$ cat config.mk
export PLATFORM = sky130hd
export DESIGN_NAME = wb_writer
export DESIGN_NICKNAME = d
export VERILOG_FILES = /design/src/rtl/wb_writer_pkg.sv /design/src/rtl/wb_hold_buf.sv /design/src/rtl/wb_writer.sv
export SDC_FILE = /design/constraint.sdc
export NUM_CORES = 1
export LEC_CHECK = 0
export ABC_AREA = 1
export CAP_MARGIN = 20
export CORE_MARGIN = 1
export CORE_UTILIZATION = 47
export CTS_CLUSTER_SIZE = 25
export DETAILED_ROUTE_END_ITERATION = 8
export PLACE_DENSITY = 0.85
export SETUP_SLACK_MARGIN = 0.15
export SLEW_MARGIN = 20
export SYNTH_ARGS = -nofsm -noshare
export SYNTH_HDL_FRONTEND = slang
export SYNTH_SLANG_ARGS = --single-unit
$ cat constraint.sdc
create_clock -name clk -period 2.05 [get_ports clk]
set_input_delay 0.205 -clock clk [delete_from_list [all_inputs] [get_ports clk]]
set_output_delay 0.205 -clock clk [all_outputs]
set_load 0.005 [all_outputs]
$ cat src/rtl/wb_writer_pkg.sv
// Shared types and default sizes for the writeback stage and its hold buffer.
package wb_writer_pkg;

  localparam int WB_REG_W      = 32;
  localparam int WB_RADDR_W    = 5;
  localparam int WB_CNT_W      = 3;
  localparam int WB_STARVE_MAX = 4;

  // The hold buffer is either empty (accepting) or full (waiting to drain).
  typedef enum logic {
    BUF_EMPTY = 1'b0,
    BUF_FULL  = 1'b1
  } buf_state_t;

endpackage

$ cat src/rtl/wb_hold_buf.sv
// One-entry valid/ready buffer for long-latency results, with drain/discard
// control and a saturating starvation counter that drives the stall request.
module wb_hold_buf
  import wb_writer_pkg::*;
#(
  parameter int REG_W      = WB_REG_W,
  parameter int RADDR_W    = WB_RADDR_W,
  parameter int STARVE_MAX = WB_STARVE_MAX,
  parameter int CNT_W      = WB_CNT_W
) (
  input  logic               clk,
  input  logic               rst,
  input  logic               i_load,
  input  logic [RADDR_W-1:0] i_load_addr,
  input  logic [REG_W-1:0]   i_load_data,
  input  logic               i_drain,
  input  logic               i_discard,
  output buf_state_t         o_state,
  output logic               o_valid,
  output logic [RADDR_W-1:0] o_addr,
  output logic [REG_W-1:0]   o_data,
  output logic               o_starve
);

  localparam logic [CNT_W-1:0] CNT_MAX    = '1;
  localparam logic [CNT_W-1:0] STARVE_THR = CNT_W'(STARVE_MAX);

  buf_state_t         r_state;
  logic [RADDR_W-1:0] r_addr;
  logic [REG_W-1:0]   r_data;
  logic [CNT_W-1:0]   r_cnt;
  logic               r_starve;
  logic [CNT_W-1:0]   w_cnt_nxt;

  assign w_cnt_nxt = (r_cnt == CNT_MAX) ? r_cnt : r_cnt + CNT_W'(1);

  always_ff @(posedge clk) begin
    if (rst) begin
      r_state  <= BUF_EMPTY;
      r_addr   <= '0;
      r_data   <= '0;
      r_cnt    <= '0;
      r_starve <= 1'b0;
    end else begin
      case (r_state)
        BUF_EMPTY: begin
          r_cnt    <= '0;
          r_starve <= 1'b0;
          // A result for r0 completes its handshake but is never stored.
          if (i_load && (i_load_addr != '0)) begin
            r_state <= BUF_FULL;
            r_addr  <= i_load_addr;
            r_data  <= i_load_data;
          end
        end
        BUF_FULL: begin
          if (i_drain || i_discard) begin
            r_state  <= BUF_EMPTY;
            r_addr   <= '0;
            r_data   <= '0;
            r_cnt    <= '0;
            r_starve <= 1'b0;
          end else begin
            r_cnt    <= w_cnt_nxt;
            r_starve <= (w_cnt_nxt >= STARVE_THR);
          end
        end
        default: r_state <= BUF_EMPTY;
      endcase
    end
  end

  assign o_state  = r_state;
  assign o_valid  = (r_state == BUF_FULL);
  assign o_addr   = r_addr;
  assign o_data   = r_data;
  assign o_starve = r_starve;

endmodule

$ cat src/rtl/wb_writer.sv
// Writeback stage: drives the regfile write port, giving MEM-stage results
// priority over buffered long-latency results.
//
// Long-latency handshake: a result transfers on a rising edge where
// i_lat_valid and o_lat_ready are both high; o_lat_ready is high exactly when
// the hold buffer is empty, and the offerer must hold i_lat_* until then.
module wb_writer
  import wb_writer_pkg::*;
#(
  parameter int REG_W      = WB_REG_W,
  parameter int RADDR_W    = WB_RADDR_W,
  parameter int STARVE_MAX = WB_STARVE_MAX,
  parameter int CNT_W      = WB_CNT_W
) (
  input  logic               clk,
  input  logic               rst,
  input  logic               i_mem_wreg,
  input  logic [RADDR_W-1:0] i_mem_waddr,
  input  logic [REG_W-1:0]   i_mem_wdata,
  input  logic               i_stall,
  input  logic               i_flush,
  input  logic               i_lat_valid,
  input  logic [RADDR_W-1:0] i_lat_waddr,
  input  logic [REG_W-1:0]   i_lat_wdata,
  output logic               o_lat_ready,
  output logic               o_we,
  output logic [RADDR_W-1:0] o_waddr,
  output logic [REG_W-1:0]   o_wdata,
  output logic               o_pend_valid,
  output logic [RADDR_W-1:0] o_pend_addr,
  output logic               o_wb_stall_req
);

  logic               w_pipe_w;
  logic               w_load;
  logic               w_drain;
  logic               w_discard;
  buf_state_t         w_buf_state;
  logic               w_buf_valid;
  logic [RADDR_W-1:0] w_buf_addr;
  logic [REG_W-1:0]   w_buf_data;
  logic               w_starve;

  logic               r_we;
  logic [RADDR_W-1:0] r_waddr;
  logic [REG_W-1:0]   r_wdata;

  // Writes to r0 are architectural no-ops, so they never claim the port.
  assign w_pipe_w  = i_mem_wreg & ~i_stall & ~i_flush & (i_mem_waddr != '0);
  assign w_load    = i_lat_valid & o_lat_ready;
  assign w_drain   = ~w_pipe_w & w_buf_valid;
  // Younger pipeline write to the same register makes the buffered value dead.
  assign w_discard = w_pipe_w & w_buf_valid & (i_mem_waddr == w_buf_addr);

  wb_hold_buf #(
    .REG_W      (REG_W),
    .RADDR_W    (RADDR_W),
    .STARVE_MAX (STARVE_MAX),
    .CNT_W      (CNT_W)
  ) u_hold_buf (
    .clk         (clk),
    .rst         (rst),
    .i_load      (w_load),
    .i_load_addr (i_lat_waddr),
    .i_load_data (i_lat_wdata),
    .i_drain     (w_drain),
    .i_discard   (w_discard),
    .o_state     (w_buf_state),
    .o_valid     (w_buf_valid),
    .o_addr      (w_buf_addr),
    .o_data      (w_buf_data),
    .o_starve    (w_starve)
  );

  always_ff @(posedge clk) begin
    if (rst) begin
      r_we    <= 1'b0;
      r_waddr <= '0;
      r_wdata <= '0;
    end else if (w_pipe_w) begin
      r_we    <= 1'b1;
      r_waddr <= i_mem_waddr;
      r_wdata <= i_mem_wdata;
    end else if (w_buf_valid) begin
      r_we    <= 1'b1;
      r_waddr <= w_buf_addr;
      r_wdata <= w_buf_data;
    end else begin
      r_we    <= 1'b0;
    end
  end

  assign o_lat_ready    = (w_buf_state == BUF_EMPTY);
  assign o_we           = r_we;
  assign o_waddr        = r_waddr;
  assign o_wdata        = r_wdata;
  assign o_pend_valid   = w_buf_valid;
  assign o_pend_addr    = w_buf_addr;
  assign o_wb_stall_req = w_starve;

endmodule

**Yosys cells after proc, flatten, opt, wreduce, memory -nomap -nowiden**

Index checks and enable logic that the tools add are counted.

- Output and inout bits: 46
- Register bits: 80
- Word-level logic and storage cells: 51

- Bitwise operators: 11
- Reduce and logical (&&, ||, !) cells: 6
- Add/subtract/negate cells: 1
- Magnitude comparators: 1
- Mux-type cells: 20
- Equality and inequality tests: 4

Operators with widths:

| operator | count |
|---|---|
| 32-bit two-way mux | 4 |
| 32-bit one-hot mux with 2 select lines | 1 |
| 5-bit two-way mux | 4 |
| 5-bit one-hot mux with 2 select lines | 1 |
| 5-bit nonzero test | 2 |
| 1-bit AND | 7 |
| 3-bit two-way mux | 2 |
| 3-bit one-hot mux with 2 select lines | 1 |
| 5-bit == test | 1 |
| 1-bit two-way mux | 5 |
| 1-bit NOT | 4 |
| 1-bit one-hot mux with 2 select lines | 2 |
| 3-bit by 1-bit adder with 3-bit output, second input constant | 1 |
| 3-bit == test, second input constant | 1 |
| 3-bit greater-or-equal comparator, second input constant | 1 |
| 2-bit by 1-bit != test with 1-bit output, second input constant | 1 |
| 2-bit != test, second input constant | 1 |
| 2-bit AND reduction | 1 |
| 2-bit nonzero test | 1 |
| 1-bit logical AND | 1 |
| 1-bit logical OR | 1 |

**Logic depth before layout (Yosys ltp)**

- Depth after elaboration: 9
- Depth in mapped cells: 10
- Mapped depth without buffers: 9

**Modules after synthesis**

A second synthesis with hierarchy kept.

- Cells, all modules: 566
- Area, all modules: 4222.8 um^2

By module, submodules not included:

| module | area an instance (um^2) | times used | sequential area each (um^2) | cells each |
|---|---|---|---|---|
| wb_writer | 2359.8 | 1 | 760.7 | 373 |
| wb_hold_buf | 1863.0 | 1 | 840.8 | 193 |

**Least setup slack after synthesis**

Ideal clock, no wire load.

- Path type: register -> register
- From: register u_hold_buf.r_addr[4] (netlist: u_hold_buf.o_addr[4])
- To: register u_hold_buf.r_addr[2] (netlist: u_hold_buf.o_addr[2])
- Data arrival time: 1.131 ns
- Path buffers: 1
- Setup slack: 0.799 ns
- Setup time: 0.120 ns
- Data required time: 1.930 ns
- Cell stages (with the launch flop): 11
- Cells stage by stage: dfxtp_1 -> inv_1 -> nand2_1 -> nand2_1 -> nor2_1 -> nand3_1 -> nand2_1 -> nand2_2 -> nand2_4 -> buf_6 -> o22ai_2

- Word-level cells in the longest chain between the ends: 5

RTL lines:

| element | line | text |
|---|---|---|
| from (decl) | wb_hold_buf.sv:29 | `logic [RADDR_W-1:0] r_addr;` |
| from (signal assigned) | wb_hold_buf.sv:52 | `r_addr <= i_load_addr;` |
| 5-bit == test | wb_writer.sv:53 | `assign w_discard = w_pipe_w & w_buf_valid & (i_mem_waddr == w_buf_addr);` |
| 1-bit AND | wb_writer.sv:53 |  |
| 1-bit logical OR | wb_hold_buf.sv:57 | `if (i_drain \|\| i_discard) begin` |
| 2-bit != test (no line) | n/a |  |
| 2-bit AND reduction (no line) | n/a |  |

Every way passes these cells.
A chain may end at the register's enable or synchronous reset.

**Worst setup path in the final report**

- From: register u_hold_buf.r_state (netlist: u_hold_buf.o_state)
- To: output o_lat_ready

- Word-level cells in the longest chain between the ends: 1

RTL lines:

| element | line | text |
|---|---|---|
| from (decl) | wb_hold_buf.sv:28 | `buf_state_t r_state;` |
| from (signal assigned) | wb_hold_buf.sv:39 | `r_state <= BUF_EMPTY;` |
| from (signal assigned) | wb_hold_buf.sv:51 | `r_state <= BUF_FULL;` |
| from (signal assigned) | wb_hold_buf.sv:58 | `r_state <= BUF_EMPTY;` |
| 1-bit NOT | wb_writer.sv:93 | `assign o_lat_ready = (w_buf_state == BUF_EMPTY);` |
| to (decl) | wb_writer.sv:25 | `output logic o_lat_ready,` |

Every way passes these cells.

==> flow_summary.ini <==
[synthesis]
ys_ff_latch = 80
synthTopCellsByArea = dfxtp_1, nand2_1, nand3_1
avgSynthCellArea_um2 = 7.87
yosysTopAreaCellShare_pct = 47.9
ys_types = 25
synth_top_area_cell = dfxtp_1
synthCells = 425
syn-num-nets = 506
async_reset_ff_share_pct = 0
synth_edf_count = 0
yosysWarnings = 0
synth_ff_type = dfxtp_1
yosysSeqAreaShare_pct = 47.9
synth_area_um2 = 3340

[setup_path]
arrival_ns = 1.48
timing.rr.start = u_hold_buf.o_state$_SDFF_PP0_
start_kind = flop
cp_top_family = buffers and inverters
cp_cell_sequence = buf_4 -> inv_1 -> clkdlybuf4s50_1
crit_type = reg -> out
path_depth = 3
crit_fanout = 13
rrSetupSlack_ns = 0.47
slowest_delay_ns = 0.52
critPathRequiredTime_ns = 1.85
rr_endpoint = u_hold_buf.o_addr[2]$_SDFFE_PP0P_
path_buf_inv = 3
r2r_cells = 5
end_kind = primary output
slowest_stage = clkdlybuf4s50_1

[sta]
timing.hold.ws_ns = 0.412
drv_slew = 0
finClkSkew_ns = 0.0138
clock.fmax_ghz = 0.595
relSlewSlack_pct = 58.0
tightestPinTransition_ns = 0.629
hold_viol = 0
rsz0062_at_grt = false
fin_crit_sh_pct = 82.0
period_minus_slack_ns = 1.68
final.setup.tns_ns = 0
setup_viol = 0

[hold_path]
hold_depth = 3
min_to = u_hold_buf.o_data[7]$_SDFFE_PP0P_
hold_path_class = in -> reg
hp-start = i_lat_wdata[7]

[power]
totalPowerFinal_mw = 3.52
worst_ir_drop_vdd_uv = 424
power.leakage_nw = 1.73
pwr_density_cell_nw_per_um2 = 725

[clock_network]
cts_resized = 0
path_clk_slew_ns = 0.08
cts_buffer_depth = 2
cts_root_buf = clkbuf_8
cts_tree = yes
htreeDepth = 3
cts_sinks = 80
ctsHoldBuffers = 0
clk-insertion-delay-late_ns = 0.35
post-cts-setup-buffers = 0
cts_buffers = 9

[floorplanning]
core_area_um2 = 6830
num_rows = 30
die_h_um = 86.3
die_x_um = 86.3
start_util_pct = 48.9
dieArea_um2 = 7450
io-pin-count = 126

[global_route]
grt_usage_pct = 25.3
grt_overflow = 0
first_global_vias = 3280
grt_pass1_wl_um = 14900
grt_max_degree = 63
antenna_found_initial = 0

[detailed_routing]
via_count = 3395
ant_nets = 0
dr.pass1.iters = 4
wirelength_um = 9190
via_per_inst = 5.30
routedWlPerCell_um = 14.4
drc = 0
initialDrtViolationCount = 159

[layout]
mostFrequentLayoutCells = nand2_1, clkdlybuf4s50_1, dfxtp_1
area_growth_pct = 45.2
antennaDiodeCount = 0
drive_gt1_share_pct = 11.4
final_common_cell = nand2_1
nNetsFinal = 620

[place]
numPortBuffers = 125
dp_hpwl_um = 6230
gp_congestion = 0.884

[status]
status = finished, final reports clean

[run]
cap_violations = 0
cells in the mapped netlist (3+ instances only):
cell type  number
a21oi_1         3
a31oi_1        36
buf_2          10
buf_4           3
buf_6           3
clkbuf_1       13
dfxtp_1        80
inv_1          11
inv_2           3
nand2_1       127
nand3_1        75
nor2_1         13
o21ai_0         6
o21ai_2        28
power breakdown:
group          switching (mW)  total (mW)  internal (mW)
combinational           0.326       0.670          0.343
sequential             0.0589        1.71           1.65
clock                   0.578        1.14          0.562
worst max-delay path by stage:
stage,start,end,slack [ns]
after detailed placement,i_mem_waddr[0],o_wdata[15]$_SDFFE_PP0P_,0.07
after global placement,i_lat_waddr[1],u_hold_buf.o_addr[3]$_SDFFE_PP0P_,0.12
after floorplan,u_hold_buf.o_addr[4]$_SDFFE_PP0P_,u_hold_buf.o_addr[2]$_SDFFE_PP0P_,0.80
after global routing,i_mem_waddr[2],o_wdata[15]$_SDFFE_PP0P_,0.20
final,u_hold_buf.o_state$_SDFF_PP0_,o_lat_ready,0.37
after CTS,u_hold_buf.o_state$_SDFF_PP0_,o_lat_ready,0.35
through the flow:
stage	instance area [µm²]	utilization (%)	std cells	setup slack, ns
after floorplan	3340	-	425	0.799
after global placement	4660	68.2	624	0.116
after detailed placement	4660	68.2	624	0.0715
after CTS	4850	71.0	640	0.354
after global routing	4850	71.0	640	0.196
final	4850	71.0	640	0.369
sequential cells by signal (all words and copies together), names as in the netlist:
signal and flops:
o_wdata 32, u_hold_buf.o_addr 5, o_waddr 5, u_hold_buf.r_cnt 3, u_hold_buf.o_data 32, u_hold_buf.o_state 1, o_we 1, u_hold_buf.o_starve 1
layout make-up:
| cell class | count | area [µm²] |
|---|---|---|
| Clock buffer | 9 | 124 |
| Multi-Input combinational cell | 299 | 1520 |
| Sequential cell | 80 | 1600 |
| Clock inverter | 7 | 72.6 |
| Timing Repair Buffer | 134 | 1360 |
| Fill cell | 574 | 1980 |
| Tap cell | 96 | 120 |
| Inverter | 15 | 57.6 |
metal layers:
layer	GRT usage [%]	part of all wire [%]
met1	29.7	41
met2	44.7	51
met3	4.10	6.2
met4	12.6	2.6
met5	0	0
worst reg2reg max path, cell delays in order, from the launching register on:
cell	delay [ns]
dfxtp_1	0.33
nor2_1	0.15
nand2_1	0.16
inv_2	0.47
nand2_1	0.21
o22ai_2	0.19
cell families after synthesis:
family	count (synthesis)	synth area share, %
and+or+nand+nor	219	28.0
DFF	80	47.9
AOI/OAI and AO/OA	76	16.3
buffers and inverters	46	6.59
xor gates and xnor gates	2	0.524
muxes	1	0.299
adders and majority gates	1	0.374
(Power assumes the default switching activity.)
